File: src/rtl/ram_dump.sv
// UART memory-dump engine: reads a block of RAM words and streams them out
// little-endian on a byte-wide valid/ready port, optionally followed by a checksum byte.
module ram_dump #(
    parameter int ADDR_WIDTH    = 32,
    parameter int COUNT_WIDTH   = 16,
    parameter bit SEND_CHECKSUM = 1'b1
) (
    input  logic                   clk,
    input  logic                   rst_n,
    input  logic                   clk_en,
    input  logic                   i_start,
    input  logic [ADDR_WIDTH-1:0]  i_base_addr,
    input  logic [COUNT_WIDTH-1:0] i_word_count,
    output logic                   o_read_req,
    output logic [ADDR_WIDTH-1:0]  o_read_addr,
    input  logic [31:0]            i_read_data,
    output logic [7:0]             o_data,
    output logic                   o_valid,
    input  logic                   i_out_ready,
    output logic                   o_busy,
    output logic                   o_done
);

    typedef enum logic [2:0] {
        ST_IDLE   = 3'd0,
        ST_READ   = 3'd1,
        ST_LATCH  = 3'd2,
        ST_SEND   = 3'd3,
        ST_CSUM   = 3'd4,
        ST_FINISH = 3'd5
    } state_t;

    localparam logic [ADDR_WIDTH-1:0]  WORD_STEP = ADDR_WIDTH'(3'd4);
    localparam logic [COUNT_WIDTH-1:0] COUNT_ONE = COUNT_WIDTH'(1'b1);

    function automatic logic [7:0] csum_add(input logic [7:0] sum, input logic [7:0] data_byte);
        return sum + data_byte;
    endfunction

    // Negated running sum, so data bytes plus this byte total 0x00 modulo 256.
    function automatic logic [7:0] csum_final(input logic [7:0] sum);
        return 8'h00 - sum;
    endfunction

    state_t                   state_r;
    logic [ADDR_WIDTH-1:0]    addr_r;
    logic [COUNT_WIDTH-1:0]   remaining_r;
    logic [23:0]              shift_r;
    logic [1:0]               byte_idx_r;
    logic [7:0]               sum_r;
    logic                     read_req_r;
    logic [ADDR_WIDTH-1:0]    read_addr_r;
    logic [7:0]               data_r;
    logic                     valid_r;
    logic                     busy_r;
    logic                     done_r;

    logic                     handshake_s;
    logic [7:0]               sum_next_s;
    logic [ADDR_WIDTH-1:0]    aligned_base_s;
    logic                     unused_s;

    // Handshake and next-checksum decode from registered state only.
    always_comb begin
        handshake_s    = valid_r & i_out_ready;
        sum_next_s     = csum_add(sum_r, data_r);
        aligned_base_s = {i_base_addr[ADDR_WIDTH-1:2], 2'b00};
    end

    assign unused_s = ^i_base_addr[1:0];

    // Sequencer: FSM state, datapath registers and every registered output.
    // data_r always carries the current byte; shift_r holds the bytes still to go.
    always_ff @(posedge clk or negedge rst_n) begin
        if (!rst_n) begin
            state_r     <= ST_IDLE;
            addr_r      <= '0;
            remaining_r <= '0;
            shift_r     <= 24'h00_0000;
            byte_idx_r  <= 2'd0;
            sum_r       <= 8'h00;
            read_req_r  <= 1'b0;
            read_addr_r <= '0;
            data_r      <= 8'h00;
            valid_r     <= 1'b0;
            busy_r      <= 1'b0;
            done_r      <= 1'b0;
        end else if (clk_en) begin
            case (state_r)
                ST_IDLE: begin
                    done_r <= 1'b0;
                    if (i_start) begin
                        addr_r      <= aligned_base_s;
                        remaining_r <= i_word_count;
                        sum_r       <= 8'h00;
                        busy_r      <= 1'b1;
                        if (|i_word_count) begin
                            state_r     <= ST_READ;
                            read_req_r  <= 1'b1;
                            read_addr_r <= aligned_base_s;
                        end else if (SEND_CHECKSUM) begin
                            state_r <= ST_CSUM;
                            valid_r <= 1'b1;
                            data_r  <= csum_final(8'h00);
                        end else begin
                            state_r <= ST_FINISH;
                            done_r  <= 1'b1;
                        end
                    end
                end
                ST_READ: begin
                    read_req_r <= 1'b0;
                    state_r    <= ST_LATCH;
                end
                ST_LATCH: begin
                    shift_r     <= i_read_data[31:8];
                    data_r      <= i_read_data[7:0];
                    valid_r     <= 1'b1;
                    byte_idx_r  <= 2'd0;
                    addr_r      <= addr_r + WORD_STEP;
                    remaining_r <= remaining_r - COUNT_ONE;
                    state_r     <= ST_SEND;
                end
                ST_SEND: begin
                    if (handshake_s) begin
                        sum_r      <= sum_next_s;
                        byte_idx_r <= byte_idx_r + 2'd1;
                        if (byte_idx_r == 2'd3) begin
                            if (|remaining_r) begin
                                state_r     <= ST_READ;
                                valid_r     <= 1'b0;
                                data_r      <= 8'h00;
                                read_req_r  <= 1'b1;
                                read_addr_r <= addr_r;
                            end else if (SEND_CHECKSUM) begin
                                state_r <= ST_CSUM;
                                data_r  <= csum_final(sum_next_s);
                            end else begin
                                state_r <= ST_FINISH;
                                valid_r <= 1'b0;
                                data_r  <= 8'h00;
                                done_r  <= 1'b1;
                            end
                        end else begin
                            shift_r <= {8'h00, shift_r[23:8]};
                            data_r  <= shift_r[7:0];
                        end
                    end
                end
                ST_CSUM: begin
                    if (handshake_s) begin
                        state_r <= ST_FINISH;
                        valid_r <= 1'b0;
                        data_r  <= 8'h00;
                        done_r  <= 1'b1;
                    end
                end
                ST_FINISH: begin
                    done_r  <= 1'b0;
                    busy_r  <= 1'b0;
                    state_r <= ST_IDLE;
                end
                default: begin
                    state_r    <= ST_IDLE;
                    read_req_r <= 1'b0;
                    valid_r    <= 1'b0;
                    data_r     <= 8'h00;
                    busy_r     <= 1'b0;
                    done_r     <= 1'b0;
                end
            endcase
        end
    end

    assign o_read_req  = read_req_r;
    assign o_read_addr = read_addr_r;
    assign o_data      = data_r;
    assign o_valid     = valid_r;
    assign o_busy      = busy_r;
    assign o_done      = done_r;

endmodule

File: config.mk
export PLATFORM = sky130hd
export DESIGN_NAME = ram_dump
export DESIGN_NICKNAME = d
export VERILOG_FILES = /design/src/rtl/ram_dump.sv
export SDC_FILE = /design/constraint.sdc
export NUM_CORES = 1
export LEC_CHECK = 0
export BUFFER_PORTS_ARGS = -buffer_cell sky130_fd_sc_hd__buf_2
export CAP_MARGIN = 15
export CORE_ASPECT_RATIO = 1.1
export CORE_MARGIN = 8
export CORE_UTILIZATION = 50
export DETAILED_ROUTE_END_ITERATION = 12
export GPL_ROUTABILITY_DRIVEN = 0
export PLACE_DENSITY_LB_ADDON = 0.3
export SLEW_MARGIN = 30
export SYNTH_ARGS = -nofsm -noshare
export SYNTH_HDL_FRONTEND = slang
export SYNTH_SLANG_ARGS = --single-unit
File: constraint.sdc
create_clock -name clk -period 4.3 [get_ports clk]
set_input_delay 0.215 -clock clk [delete_from_list [all_inputs] [get_ports clk]]
set_output_delay 0.215 -clock clk [all_outputs]
set_load 0.01 [all_outputs]
==> results.md <==
- The run finished with clean final reports.
- The share of the synthesized area in the top cell type is a little under half.
- Summed over all failing endpoints, the final setup total negative slack is 0 ns.
- The H-tree was split into 4 levels.
- Setup violations remaining at the end of the flow were counted as 0.
- The static leakage is between 3 and 4 nW.
- For the worst-skew pair, the clock arrives at the later sink with an insertion delay of approximately 0.42 ns.
- The end-of-flow core utilization is between 60% and 70%.
- The total standard cell area after synthesis is approximately 0.0069 mm².
- The finished cells cover 0.00824 mm².
- The instance area at placement is ~0.0076 mm².
- The period utilization is between 70% and 80%.
- The TritonCTS clock tree is yes.
- The switching power as a share of total power is between 40% and 50%.
- The number of clock buffers added by TritonCTS is 17.
- The sequential standard cell area is ~0.0031 mm².
- The initial antenna violation count is 0.
- Post-CTS repair changed the size of 0 cells.
- The diode insertion count for antenna repair is 0.
- After the first detailed-routing iteration, the DRC count stood at 487.
- The worst clock skew on the final layout is about 0.012 ns.
- The count of input and output buffers is between 100 and 150.
- The actual slew at the worst max-slew pin is ~0.82 ns.
- Synthesis produced about 820 cells.
- Internal power comes to around 3.7 mW.
- The worst hold slack across all endpoints is 0.0230 ns.
- The number of maximum-capacitance violations is 0.
- Summed over all layers, the global routing overflow is 0.
- Setup repair after global routing left no endpoint under its margin.
- The maximum vdd drop is approximately 0.34 mV.
- The fmax is roughly 330 MHz.
- The type of the most critical hold path is in -> reg.
- Data on the critical path arrives at its endpoint at approximately 3.3 ns.
- The analysis attributes to net switching a power of 2.59 mW.
- The via count of the first global-routing pass is 6004.
- The power per cell area is around 760 mW/mm².
- The area growth from synthesis to layout is 19.8%.
- The clock network is responsible for 22.0% of the overall power.
- The initialized floorplan defines 45 standard-cell rows.
- The final count of hold timing violations came to 0.
- Summed over all instances, the cell type with the most area after synthesis is sky130_fd_sc_hd__dfrtp_1.
- The clock tree buffer depth is 2.
- The number of different library cells used by synthesis comes to between 50 and 60.
- The number of synthesized flops with an enable pin is 0.
- Registers are responsible for a little over a third of the overall power.
- The hold buffer count at cts is 1.
- In the final routed layout, each cell accounts on average for ~16 µm.
- STA classifies the critical path endpoint as a flip-flop.
- The post-synthesis async set-or-reset flop share is 100%.
- The multi-input combinational cells in the finished layout cover a total of around 0.0035 mm².
- Entering global routing, the biggest net connects 86 pins.
- After synthesis the netlist holds a flip-flop and latch count of roughly 130.
- The combinational fraction of design power is 42.7%.
- The synthesized area per cell is 8.42 µm².
- During I/O placement, the number of pins put on the boundary was about 130.
- The first global-routing pass estimated just over 30000 µm of wire.
- The global router's overall resource usage is a little over a fifth.
- The pre-CTS worst setup slack is 1.16 ns.
- Summing the sequential cell areas from Yosys gives between 40% and 50% of the chip area.
- The effective utilization at floorplan is roughly half.
- The final worst slack is approximately 1.3 ns.
- Detailed placement finished with a half-perimeter wire length of between 10000 and 15000 µm.
- The number of remaining DRC errors is 0.
- For this run, the number of Yosys warnings is 0.
- The via count is around 6400.
- The final wirelength is 18200 µm.
- The die extent in y is 139 µm.
- The number of iterations in the first detailed-routing pass is 5.
- The critical path required time is around 4.6 ns.
- The number of fill cells is 1269.
- The maximum fanout count along the critical path is 37.
- The tree is rooted in a sky130_fd_sc_hd__clkbuf_16.
- The antenna violation net count after detailed routing is 0.
- The core outline area is 0.0136 mm².
- Subtracting the final worst setup slack from the clock period gives slightly above 3 ns.
- In the synthesized netlist the dominant register cell turns out to be sky130_fd_sc_hd__dfrtp_1.
- The overall die width is ~130 µm.
- The via-per-instance ratio is 5.74.
- The number of max-slew violations in the final report is 0.
- The normalized max-slew margin is roughly 45%.
- In the post-synthesis netlist, the biggest area contributors are sky130_fd_sc_hd__dfrtp_1 46%, sky130_fd_sc_hd__nand2_1 7.9%, sky130_fd_sc_hd__o21ai_0 5.8%, sky130_fd_sc_hd__a21oi_1 4.7%, sky130_fd_sc_hd__nor2_1 4.0%.
- The count of clock tree sinks is between 100 and 150.
- The share of final-layout standard cells stronger than drive strength 1 is around a fifth.
- The worst setup path is of the reg -> reg kind.
- The die covers about 0.018 mm².
- STA classifies the critical path startpoint as a flip-flop.
- Buffers added to address setup during post-CTS repair amount to 0.
- In the final design database the tool counted 1011 nets.
- After clock tree synthesis, the clock-pin slew on the worst setup and hold paths is roughly 0.060 ns.
[layout by cell type (no fill, tap or decap), drive strengths merged, types with 13 or more instances in the layout]
master   Yosys  final
a21oi       65     65
nand2      144    144
a22o        20     20
a31oi       34     34
clkbuf      49     20
and3        16     16
nor3        19     19
nand3       27     27
dfrtp      125    125
buf         11    137
a2bb2oi     13     13
nor2        73     73
mux2i       16     16
o21ai       83     83
o22ai       15     15
[power by group through the flow]
stage	combinational, mW	sequential (mW)	clock (mW)
floorplan	1.92	2.15	0
global placement	2.59	2.19	0
detailed placement	2.66	2.21	0
CTS	2.68	2.19	1.39
global route	3.03	2.28	1.45
finish	2.67	2.20	1.38
[final timing paths]
path / start / end / slack [ns] / depth (start not counted)
setup / recovery: remaining_r[0] / o_read_addr[23] / 1.25 / 10
hold / removal: i_read_data[31] / shift_r[23] / 0.02 / 2
setup reg to reg: remaining_r[0] / o_read_addr[23] / 1.25 / 10
hold reg to reg: byte_idx_r[1] / byte_idx_r[1] / 0.48 / 2
max in group asynchronous: rst_n / o_busy / 2.89 / 3
min in group asynchronous: rst_n / remaining_r[5] / 0.42 / 2
[worst max-delay path, stage by stage (launching register included)]
cell	delay, ns
sky130_fd_sc_hd__dfrtp_1	0.41
sky130_fd_sc_hd__inv_1	0.08
sky130_fd_sc_hd__ha_1	0.27
sky130_fd_sc_hd__or4b_4	0.51
sky130_fd_sc_hd__or3_1	0.54
sky130_fd_sc_hd__o21ai_1	0.29
sky130_fd_sc_hd__a221oi_4	0.15
sky130_fd_sc_hd__buf_6	0.21
sky130_fd_sc_hd__buf_4	0.25
sky130_fd_sc_hd__nor2_1	0.13
sky130_fd_sc_hd__a31oi_1	0.05
[state kept, by name, indices dropped and copies added, names as in the netlist]
signal       cells
addr_r          30
o_read_addr     30
shift_r         24
remaining_r     16
o_data           8
sum_r            8
state_r          3
byte_idx_r       2
o_busy           1
o_done           1
o_read_req       1
o_valid          1
[synthesized netlist by cell type (2+ instances only)]
library cell                count
sky130_fd_sc_hd__buf_2          3
sky130_fd_sc_hd__mux2i_1       16
sky130_fd_sc_hd__a32oi_1        2
sky130_fd_sc_hd__buf_4          2
sky130_fd_sc_hd__or4_4          2
sky130_fd_sc_hd__a31oi_1       34
sky130_fd_sc_hd__o211ai_2       2
sky130_fd_sc_hd__o21ai_0       80
sky130_fd_sc_hd__and3_1        16
sky130_fd_sc_hd__buf_1          5
sky130_fd_sc_hd__nand4_1        6
sky130_fd_sc_hd__nor2_1        73
sky130_fd_sc_hd__nand3_1       27
sky130_fd_sc_hd__and2_1         3
sky130_fd_sc_hd__a22o_1        20
sky130_fd_sc_hd__a21o_1         5
sky130_fd_sc_hd__o2bb2ai_1      3
sky130_fd_sc_hd__o21a_1         2
sky130_fd_sc_hd__a221oi_1       4
sky130_fd_sc_hd__nand2b_1       2
sky130_fd_sc_hd__ha_1          11
sky130_fd_sc_hd__or3_1          5
sky130_fd_sc_hd__nor2b_1        5
sky130_fd_sc_hd__a21oi_1       65
sky130_fd_sc_hd__dfrtp_1      125
sky130_fd_sc_hd__a2bb2oi_1     13
sky130_fd_sc_hd__inv_1          7
sky130_fd_sc_hd__nor4_1         7
sky130_fd_sc_hd__o21ai_1        3
sky130_fd_sc_hd__nor3_1        19
sky130_fd_sc_hd__xor2_1         4
sky130_fd_sc_hd__o211ai_1       3
sky130_fd_sc_hd__xnor2_1        6
sky130_fd_sc_hd__o22ai_1       15
sky130_fd_sc_hd__a22oi_1        7
sky130_fd_sc_hd__nand2_1      144
sky130_fd_sc_hd__and4_1         2
sky130_fd_sc_hd__clkbuf_1      49
[layout make-up]
cell class	count	share of cell area, %
multi-input cells	625	43.0
inverters	7	0.319
clock inverters	12	1.47
repair buffers	138	8.92
well taps	188	2.86
clock buffers	20	5.42
flip-flops and latches	125	38.0
[per-layer routing]
metal / share of wire (%) / GRT usage [%] / vias to the layer above
met3: 4.8 / 3.73 / 21
met1: 46 / 28.2 / 3065
met2: 48 / 32.6 / 175
li1: - / - / 3143
met5: 0 / 0 / -
met4: 1.7 / 7.71 / 0
[stage by stage]
stage	total power, mW	instances
after detailed placement	4.87	1081
after global routing	6.75	1115
after CTS	6.26	1114
final	6.25	1115
after global placement	4.78	1081
after floorplan	4.06	817
[cells by family after synthesis]
logic type | Yosys count | share of synthesized area, %
DFF | 125 | 45.5
buffers and inverters | 67 | 3.93
and+or+nand+nor | 320 | 20.9
xor gates and xnor gates | 10 | 1.27
muxes | 17 | 2.49
other | 1 | 0.0546
adders and majority gates | 12 | 2.29
AOI/OAI and AO/OA | 264 | 23.6
Note: power is estimated with default switching activity, not from simulation.
